**src/rtl/nv_demux2_pipe.sv**
```systemverilog
// nv_demux2_pipe: pipelined 1:2 valid/ready demux with per-output saturating transfer counters.
// Define NV_DEMUX2_SKID_EN for 2-entry skid stages whose ready is a pure flop output.
module nv_demux2_pipe #(
    parameter int unsigned DW = 32,
    parameter int unsigned CW = 16
) (
    input  logic          nvdla_core_clk,
    input  logic          nvdla_core_rst,
    input  logic          in_pvld,
    output logic          in_prdy,
    input  logic          in_sel,
    input  logic [DW-1:0] in_pd,
    output logic          out0_pvld,
    input  logic          out0_prdy,
    output logic [DW-1:0] out0_pd,
    output logic          out1_pvld,
    input  logic          out1_prdy,
    output logic [DW-1:0] out1_pd,
    input  logic          cnt_clr,
    output logic [CW-1:0] out0_cnt,
    output logic [CW-1:0] out1_cnt
);

    localparam logic [CW-1:0] CNT_MAX = '1;

    logic [1:0]    out_rdy;
    logic [1:0]    vld;
    logic [1:0]    accept;
    logic [1:0]    fire;
    logic [DW-1:0] pd [2];
    logic [CW-1:0] cnt [2];

    assign out_rdy = {out1_prdy, out0_prdy};

    // Only the selected stage gates the input; fire is forced low whenever in_pvld is low.
    assign in_prdy = in_sel ? accept[1] : accept[0];
    assign fire[0] = in_pvld & in_prdy & ~in_sel;
    assign fire[1] = in_pvld & in_prdy & in_sel;

`ifdef NV_DEMUX2_SKID_EN
    logic [1:0]    skid_vld;
    logic [DW-1:0] skid_pd [2];

    assign accept = ~skid_vld;

    // A beat arriving while main is held parks in skid; skid refills main on the next drain.
    always_ff @(posedge nvdla_core_clk) begin
        if (nvdla_core_rst) begin
            vld      <= '0;
            skid_vld <= '0;
        end else begin
            for (int k = 0; k < 2; k++) begin
                if (fire[k]) begin
                    if (vld[k] && !out_rdy[k]) skid_vld[k] <= 1'b1;
                    else                       vld[k]      <= 1'b1;
                end else if (out_rdy[k]) begin
                    if (skid_vld[k]) skid_vld[k] <= 1'b0;
                    else             vld[k]      <= 1'b0;
                end
            end
        end
    end

    always_ff @(posedge nvdla_core_clk) begin
        for (int k = 0; k < 2; k++) begin
            if (fire[k]) begin
                if (vld[k] && !out_rdy[k]) skid_pd[k] <= in_pd;
                else                       pd[k]      <= in_pd;
            end else if (out_rdy[k] && skid_vld[k]) begin
                pd[k] <= skid_pd[k];
            end
        end
    end
`else
    assign accept = ~vld | out_rdy;

    always_ff @(posedge nvdla_core_clk) begin
        if (nvdla_core_rst) begin
            vld <= '0;
        end else begin
            for (int k = 0; k < 2; k++) begin
                if (fire[k])         vld[k] <= 1'b1;
                else if (out_rdy[k]) vld[k] <= 1'b0;
            end
        end
    end

    always_ff @(posedge nvdla_core_clk) begin
        for (int k = 0; k < 2; k++) begin
            if (fire[k]) pd[k] <= in_pd;
        end
    end
`endif

    // Saturating completed-transfer counters; clear beats a same-cycle increment.
    always_ff @(posedge nvdla_core_clk) begin
        if (nvdla_core_rst) begin
            cnt[0] <= '0;
            cnt[1] <= '0;
        end else begin
            for (int k = 0; k < 2; k++) begin
                if (cnt_clr)
                    cnt[k] <= '0;
                else if (vld[k] && out_rdy[k] && cnt[k] != CNT_MAX)
                    cnt[k] <= cnt[k] + CW'(1);
            end
        end
    end

    assign out0_pvld = vld[0];
    assign out1_pvld = vld[1];
    assign out0_pd   = pd[0];
    assign out1_pd   = pd[1];
    assign out0_cnt  = cnt[0];
    assign out1_cnt  = cnt[1];

endmodule

```
**config.mk**
```make
export PLATFORM = sky130hd
export DESIGN_NAME = nv_demux2_pipe
export DESIGN_NICKNAME = d
export VERILOG_FILES = /design/src/rtl/nv_demux2_pipe.sv
export SDC_FILE = /design/constraint.sdc
export NUM_CORES = 1
export LEC_CHECK = 0
export CAP_MARGIN = 5
export CELL_PAD_IN_SITES_DETAIL_PLACEMENT = 1
export CELL_PAD_IN_SITES_GLOBAL_PLACEMENT = 2
export CORE_ASPECT_RATIO = 1.25
export CORE_MARGIN = 4
export CORE_UTILIZATION = 31
export DETAILED_ROUTE_END_ITERATION = 10
export GPL_TIMING_DRIVEN = 0
export PLACE_DENSITY_LB_ADDON = 0.1
export SLEW_MARGIN = 20
export SYNTH_ARGS = -nofsm -noshare
export SYNTH_HDL_FRONTEND = slang
export SYNTH_SLANG_ARGS = --single-unit
```
**constraint.sdc**
```tcl
create_clock -name nvdla_core_clk -period 9.03 [get_ports nvdla_core_clk]
set_clock_uncertainty 0.2 [all_clocks]
set_input_delay 2.2575 -clock nvdla_core_clk [delete_from_list [all_inputs] [get_ports nvdla_core_clk]]
set_output_delay 2.2575 -clock nvdla_core_clk [all_outputs]
set_load 0.05 [all_outputs]
```
==> Word level (Yosys, flattened, before mapping) <==
Memory sizes are Yosys's and may differ from the RTL's.
Index checks and enable logic that the tools add are counted.
{ "op_classes": {"reduce_logical": 7, "add_sub_neg": 2, "muxes": 29, "eq_ne": 2, "n_bitwise": 10} }
{ "ops": {"columns": ["cell", "n"], "rows": [
  ["two-way mux 16 bit", 4],
  ["adder 16 x 1 -> 16 bit, second input constant", 2],
  ["two-way mux 32 bit", 1],
  ["!= test 16 bit, second input constant", 2],
  ["OR reduction 32 bit", 1],
  ["two-way mux 1 bit", 24],
  ["logical AND 1 bit", 4],
  ["bitwise OR 1 bit", 4],
  ["nonzero test 2 bit", 2],
  ["AND 1 bit", 3],
  ["inverter 2 bit", 1],
  ["bitwise OR 2 bit", 1],
  ["inverter 1 bit", 1]
]} }
{ "totals": {"n_memories": 2, "reg_bits": 2, "word_cells": 54, "mem_bits_rw": 96, "input_bits": 39, "out_inout_bits": 99} }
{ "mem_list": {"columns": ["memory", "depth", "width", "rd", "rd_ports_with_merged_regs", "write_ports", "line", "rtl"], "rows": [
  ["pd", 2, 32, 2, 0, 1, "30", "logic [DW-1:0] pd [2];"],
  ["cnt", 2, 16, 2, 0, 2, "31", "logic [CW-1:0] cnt [2];"]
]} }

==> Longest topological paths before layout <==
Gate-level depths: netlist of run 1.
{ "logic_depth": {"word_depth": 9, "mapped_depth": 6, "depth_no_buf": 5} }

==> Worst setup path before layout of run 1 <==
No wires, ideal clock.
{ "synth_timing": {"path_type": "input to output", "from": "input out1_prdy", "to": "output in_prdy", "slack_ns": 3.768, "required_time_ns": 6.573, "n_path_buf": 0, "arrival_ns": 2.805, "cell_stages": 2, "path_cell_list": "nand2b_1 mux2_2"} }
{ "synth_via": {"elab_chain_len": 2} }
{ "synth_rtl": {"columns": ["element", "line", "rtl"], "rows": [
  ["start: declaration", "17", "input logic out1_prdy,"],
  ["bitwise OR 2 bit", "75", "assign accept = ~vld | out_rdy;"],
  ["two-way mux 1 bit", "36", "assign in_prdy = in_sel ? accept[1] : accept[0];"],
  ["end: declaration", "10", "output logic in_prdy,"]
]} }
No other way between the ends.

==> Final worst setup path of run 1 <==
{ "layout_timing": {"from": "input out0_prdy", "to": "output in_prdy"} }
{ "layout_via": {"elab_chain_len": 2} }
{ "layout_rtl": {"columns": ["element", "line", "rtl"], "rows": [
  ["start: declaration", "14", "input logic out0_prdy,"],
  ["bitwise OR 2 bit", "75", null],
  ["two-way mux 1 bit", "36", null]
]} }
No other way between the ends.

==> flow_metrics.tcl, run 1 <==
set metrics [dict create \
    status "finished clean" \
    layout_commonest_cell "clkdlybuf4s50_1" \
    via_per_inst 4.508 \
    crit_type "in2out" \
    fin_tns_setup_ns 0 \
    register_area_mm2 0.002923 \
    overflow 0 \
    die_area_mm2 0.01387 \
    timing.fmax_mhz 156.8 \
    final_antenna_net_count 0 \
    r2r_slack_ns 6.19 \
    place_hpwl_mm 6.865 \
    multi_input_area_um2 774.5 \
    drc_errors 0 \
    rsz0062_at_grt "false" \
    synth_top_family_by_area "simple AND/OR/NAND/NOR gates" \
    netlist_area_mm2 0.003732 \
    clkTransAtPathRegs_ns 0.07 \
    period_share 0.7064 \
    nFillCells 1183 \
    endpoint_kind "output pin" \
    post_cts_buffers 0 \
    cap_violations 0 \
    grt_pass1_wl_mm 14.25 \
    min_period_ns 6.379 \
    finalSetupViolations 0 \
    power.density_mw_per_mm2 186.0 \
    die_y_um 130.7 \
    cts_hold_buffers 0 \
    finalHoldViolCount 0 \
    cellLeakagePower_nw 1.846 \
    slew-limit-headroom 0.5252 \
    avgSynthCellArea_um2 15.88 \
    synth_xor_area_frac 0.06101 \
    numCtsBuffers 9 \
    synthSimpleGateAreaFrac 0.1217 \
    synth_compound_area_frac 0.01106 \
    syn_nets 276 \
    post_cts_resized 0 \
    clock_path_buffers 2 \
    vias 2484 \
    fin_cells 551 \
    max_slew.worst_pin.slew_ns 0.7104 \
    ys.warnings.count 0 \
    final_cell_mix "clkdlybuf4s50_1, edfxtp_1, nor2_1, xnor2_1" \
    cts_tree "yes" \
    cp_data_required_time_ns 6.57 \
    place_congestion 0.7196 \
    layout.nets 426 \
    antenna-diode-count 0 \
    rr_worst_depth 6 \
    routedWlPerCell_um 16.95 \
    coreArea_mm2 0.01173 \
    first_pass_iters 4 \
    start_util 0.3183 \
    fin_hold_ws_ns 0.3566 \
    placementRows 44 \
    drive_gt1_frac 0.06923 \
    drv_slew 0 \
    track_usage 0.1353 \
    crit_path_start_kind "input pin" \
    netlist_instances 235 \
    cts.sinks 98 \
    grt_max_degree 27 \
    ys_types 26 \
    grt_pass1_vias 2532 \
    path_max_fanout 3 \
    hold_depth 2 \
    synthMuxAreaShare 0.003017 \
    dr.first_iter.drc_count 59 \
    clock_latency_ns 0.34 \
    antenna_found_initial 0 \
    dieWidth_um 106.1 \
    synth_seq_cells 98 \
    cts_root_buf "clkbuf_16" \
    cp.arrival_ns 3.92 \
    synthAdderAreaFrac 0.006705 \
    ios 138 \
    ir_drop_uv 83.85 \
    htree_levels 3 \
    area_growth_pct 51.49 \
    dp.cells 535 \
    io_buffers 137 \
    ys_seq_area_frac 0.7831 \
    routed_wl_mm 9.342 \
    hold_class "reg2reg" \
]
[synth_stat cells (all sizes together)]
master   n  area share
nor2b    2      0.0034
nand3   11       0.015
a21oi    4      0.0054
nor2    36       0.036
xor2     3      0.0070
xnor2   23       0.054
or4      1      0.0030
a31o     1      0.0023
buf      2      0.0044
or3      1      0.0017
nand2b   3      0.0050
edfxtp  96        0.77
ha       2      0.0067
mux2     1      0.0030
a21o     1      0.0020
nand2   11       0.011
dfxtp    2       0.011
nor3     8       0.011
inv      9      0.0091
nor4     8       0.015
o21ai    1      0.0013
nand4    9       0.021
[path summary, 6_finish.rpt]
| kind | from | endpoint |
|---|---|---|
| setup / recovery | out0_prdy | in_prdy |
| setup reg to reg | cnt[0][0] | cnt[0][0] |
| hold reg to reg | vld[1] | vld[1] |
| hold / removal | vld[1] | vld[1] |
[state kept, by name (all words and copies together), names as in the netlist]
name,flops
pd,64
cnt,32
vld,2
[metal layers]
metal | part of all wire | track usage
met2 | 0.46 | 0.2130
met4 | 0.010 | 0.05030
met5 | 0 | 0
met1 | 0.45 | 0.1750
met3 | 0.080 | 0.04570
[area by class of cell]
cell class,instances,area share
sequential,98,0.5169
timing repair buffer,139,0.2509
multi-input combinational,126,0.1370
clock buffer,9,0.03983
tap,161,0.03563
clock inverter,7,0.01084
inverter,9,0.005975
buffer,2,0.002877
[stage by stage]
step	worst slack, ns	utilization	area, µm²	total power, mW
final	2.651	0.4822	5654	1.052
after global routing	2.578	0.4822	5654	1.089
after CTS	2.630	0.4822	5654	1.068
after detailed placement	2.644	0.4577	5368	0.6937
after global placement	2.651	0.4524	5305	0.6887
after floorplan	3.768	-	3732	0.6274
[worst max-delay path, cell delays in order]
cell and delay, ns:
clkdlybuf4s50_1 0.51, nand2b_1 0.17, mux2_2 0.16, clkdlybuf4s50_1 0.82
[where the power goes]
group	total [mW]	switching, mW	internal, mW
registers	0.535	0.0131	0.521
clock network	0.370	0.178	0.192
logic	0.147	0.0943	0.0528
[logic make-up (layout without fill, tap and decap cells)]
| family | Yosys count | in the layout |
|---|---|---|
| multiplexers | 1 | 1 |
| buffers and inverters | 11 | 166 |
| flip-flops | 98 | 98 |
| adder cells (fa/ha/maj) | 2 | 2 |
| AND/OR/NAND/NOR | 90 | 90 |
| XOR/XNOR | 26 | 26 |
| AO/OA/AOI/OAI | 7 | 7 |
Note: power is estimated with default switching activity, not from simulation.
==> inputs of run 2 (changes only) <==
--- a/config.mk
+++ b/config.mk
@@ -10,7 +10,7 @@
 export CELL_PAD_IN_SITES_GLOBAL_PLACEMENT = 2
 export CORE_ASPECT_RATIO = 1.25
 export CORE_MARGIN = 4
-export CORE_UTILIZATION = 31
+export CORE_UTILIZATION = 29
 export DETAILED_ROUTE_END_ITERATION = 10
 export GPL_TIMING_DRIVEN = 0
 export PLACE_DENSITY_LB_ADDON = 0.1
==> constraint.sdc (replaced) <==
create_clock -name nvdla_core_clk -period 6.4 [get_ports nvdla_core_clk]
set_clock_uncertainty 0.2 [all_clocks]
set_input_delay 1.6 -clock nvdla_core_clk [delete_from_list [all_inputs] [get_ports nvdla_core_clk]]
set_output_delay 1.6 -clock nvdla_core_clk [all_outputs]
set_load 0.05 [all_outputs]
==> run 2 against run 1 <==
  * Sequential power is 41% higher
  * Combinational power is 41% higher
  * Non-clock buffer count stayed put
  * Die area is 6.4% higher
  * Global-route usage is 0.58 points lower
  * Flip-flop and latch count stayed put
  * Power is 46% higher
  * Register-to-register slack worse by 2.6 ns
  * Critical path type unchanged
  * Largest cell class unchanged
  * Highest routed layer unchanged
==> flow_metrics.tcl, run 2 (synthesis gave the netlist of run 1 again) <==
set metrics [dict create \
    cts.sinks 98 \
    placed_area_mm2 0.005376 \
    ios 138 \
    hold_class "reg2reg" \
    cellLeakagePower_nw 1.856 \
    power.density_mw_per_mm2 268.9 \
    design_area_mm2 0.005694 \
    dr.first_iter.drc_count 98 \
    dieWidth_um 109.5 \
    timing.fmax_mhz 197.1 \
    endpoint_kind "output pin" \
    period_share 0.7928 \
    top_regs "pd: 64 flops, cnt: 32 flops, vld: 2 flops" \
    final_antenna_net_count 0 \
    switching_share 0.2472 \
    track_usage 0.1296 \
    start_util 0.2948 \
    post_cts_buffers 0 \
    crit_path_start_kind "input pin" \
    area_growth_pct 52.56 \
    p_clk_frac 0.371 \
    routedWlPerCell_um 16.84 \
    cap_violations 0 \
    cp_slowest_cell "clkdlybuf4s50_1" \
    antenna_found_initial 0 \
    slew-limit-headroom 0.5222 \
    status "finished clean" \
    grt_pass1_vias 2628 \
    cp_data_required_time_ns 4.60 \
    layout_commonest_cell "clkdlybuf4s50_1" \
    clock_path_buffers 2 \
    die_y_um 134.8 \
    intPower_mw 1.152 \
    htree_levels 3 \
    die_area_mm2 0.01476 \
    clkTransAtPathRegs_ns 0.07 \
    pwr-share-comb 0.136 \
    numCtsBuffers 9 \
    coreArea_mm2 0.01266 \
    cp.arrival_ns 3.27 \
    largest_reg_flops 64 \
    via_per_inst 4.464 \
    routed_wl_mm 9.398 \
    finalSetupViolations 0 \
    critPathMaxStageDelay_ns 0.82 \
    finalHoldViolCount 0 \
    drc_errors 0 \
    grt_max_degree 26 \
    min_period_ns 5.074 \
    max_slew.worst_pin.slew_ns 0.7150 \
    fin_tns_setup_ns 0 \
    placementRows 46 \
    path_delay_family "buffers and inverters" \
    ir_drop_uv 107.6 \
    io_buffers 137 \
    place_hpwl_mm 6.953 \
    path_max_fanout 3 \
    first_pass_iters 4 \
    clock_latency_ns 0.34 \
    crit_chain "clkdlybuf4s50_1, nand2b_1, mux2_2, clkdlybuf4s50_1" \
    cts_root_buf "clkbuf_16" \
    p_sw_mw 0.3785 \
    cts_hold_buffers 0 \
    grt_pass1_wl_mm 14.36 \
    rsz0062_at_grt "false" \
    final_cell_mix "clkdlybuf4s50_1, edfxtp_1, nor2_1, xnor2_1" \
    largest-register "pd" \
    layout.nets 426 \
    cts_tree "yes" \
    post_cts_resized 0 \
    path_common_cell "clkdlybuf4s50_1" \
    path_buf_inv 2 \
    crit_type "in2out" \
    seq_power_share 0.493 \
    overflow 0 \
    antenna-diode-count 0 \
    drive_gt1_frac 0.06667 \
    fin_hold_ws_ns 0.3583 \
    drv_slew 0 \
    place_congestion 0.7253 \
    vias 2491 \
]
-- run 2: cell count changes in the layout (fill, tap and decap cells not counted), sizes merged --
cell / change
clkinvlp: +1
inv: -2
clkinv: -1
bufinv: +2
-- run 2: power by group through the flow --
stage,Clock (mW),Combinational (mW),Sequential (mW)
finish,0.569,0.208,0.755
global route,0.617,0.217,0.758
CTS,0.591,0.210,0.755
detailed placement,0,0.210,0.769
global placement,0,0.203,0.770
floorplan,0,0.0231,0.862
-- run 2: routing by layer --
metal	vias up	track usage	routed length (µm)
li1	1172	-	-
met1	1209	0.1638	4027
met2	101	0.2060	4377
met3	9	0.04735	865
met4	0	0.04158	127
met5	-	0	0
-- run 2: final timing paths --
path	startpoint	end	slack (ns)	cells after the start
worst max-delay path	out0_prdy	in_prdy	1.33	4
worst min-delay path	vld[1]	vld[1]	0.36	2
worst max register to register	cnt[0][0]	cnt[0][5]	3.57	6
worst min register to register	vld[1]	vld[1]	0.36	2
-- run 2: area by class of cell --
| cell class | instances | area [µm²] |
|---|---|---|
| clock buffer | 9 | 225.2 |
| tap | 168 | 210.2 |
| buffer | 2 | 16.27 |
| timing repair buffer | 139 | 1419 |
| inverter | 9 | 33.78 |
| clock inverter | 7 | 92.59 |
| multi-input combinational | 126 | 774.5 |
| fill | 1322 | 6968 |
| sequential | 98 | 2923 |
-- run 2: per-stage QoR --
step,power [mW],setup WS [ns],util,std cells
floorplan,0.8852,2.453,-,235
global placement,0.9723,1.204,0.4197,540
detailed placement,0.9792,1.318,0.4246,542
CTS,1.556,1.302,0.4497,558
global route,1.592,1.233,0.4497,558
finish,1.531,1.326,0.4497,558
-- run 2: worst min-delay path, cell delays in order (launching register included) --
cell      delay [ns]
dfxtp_1         0.32
nand2b_1        0.12
a21oi_1         0.07
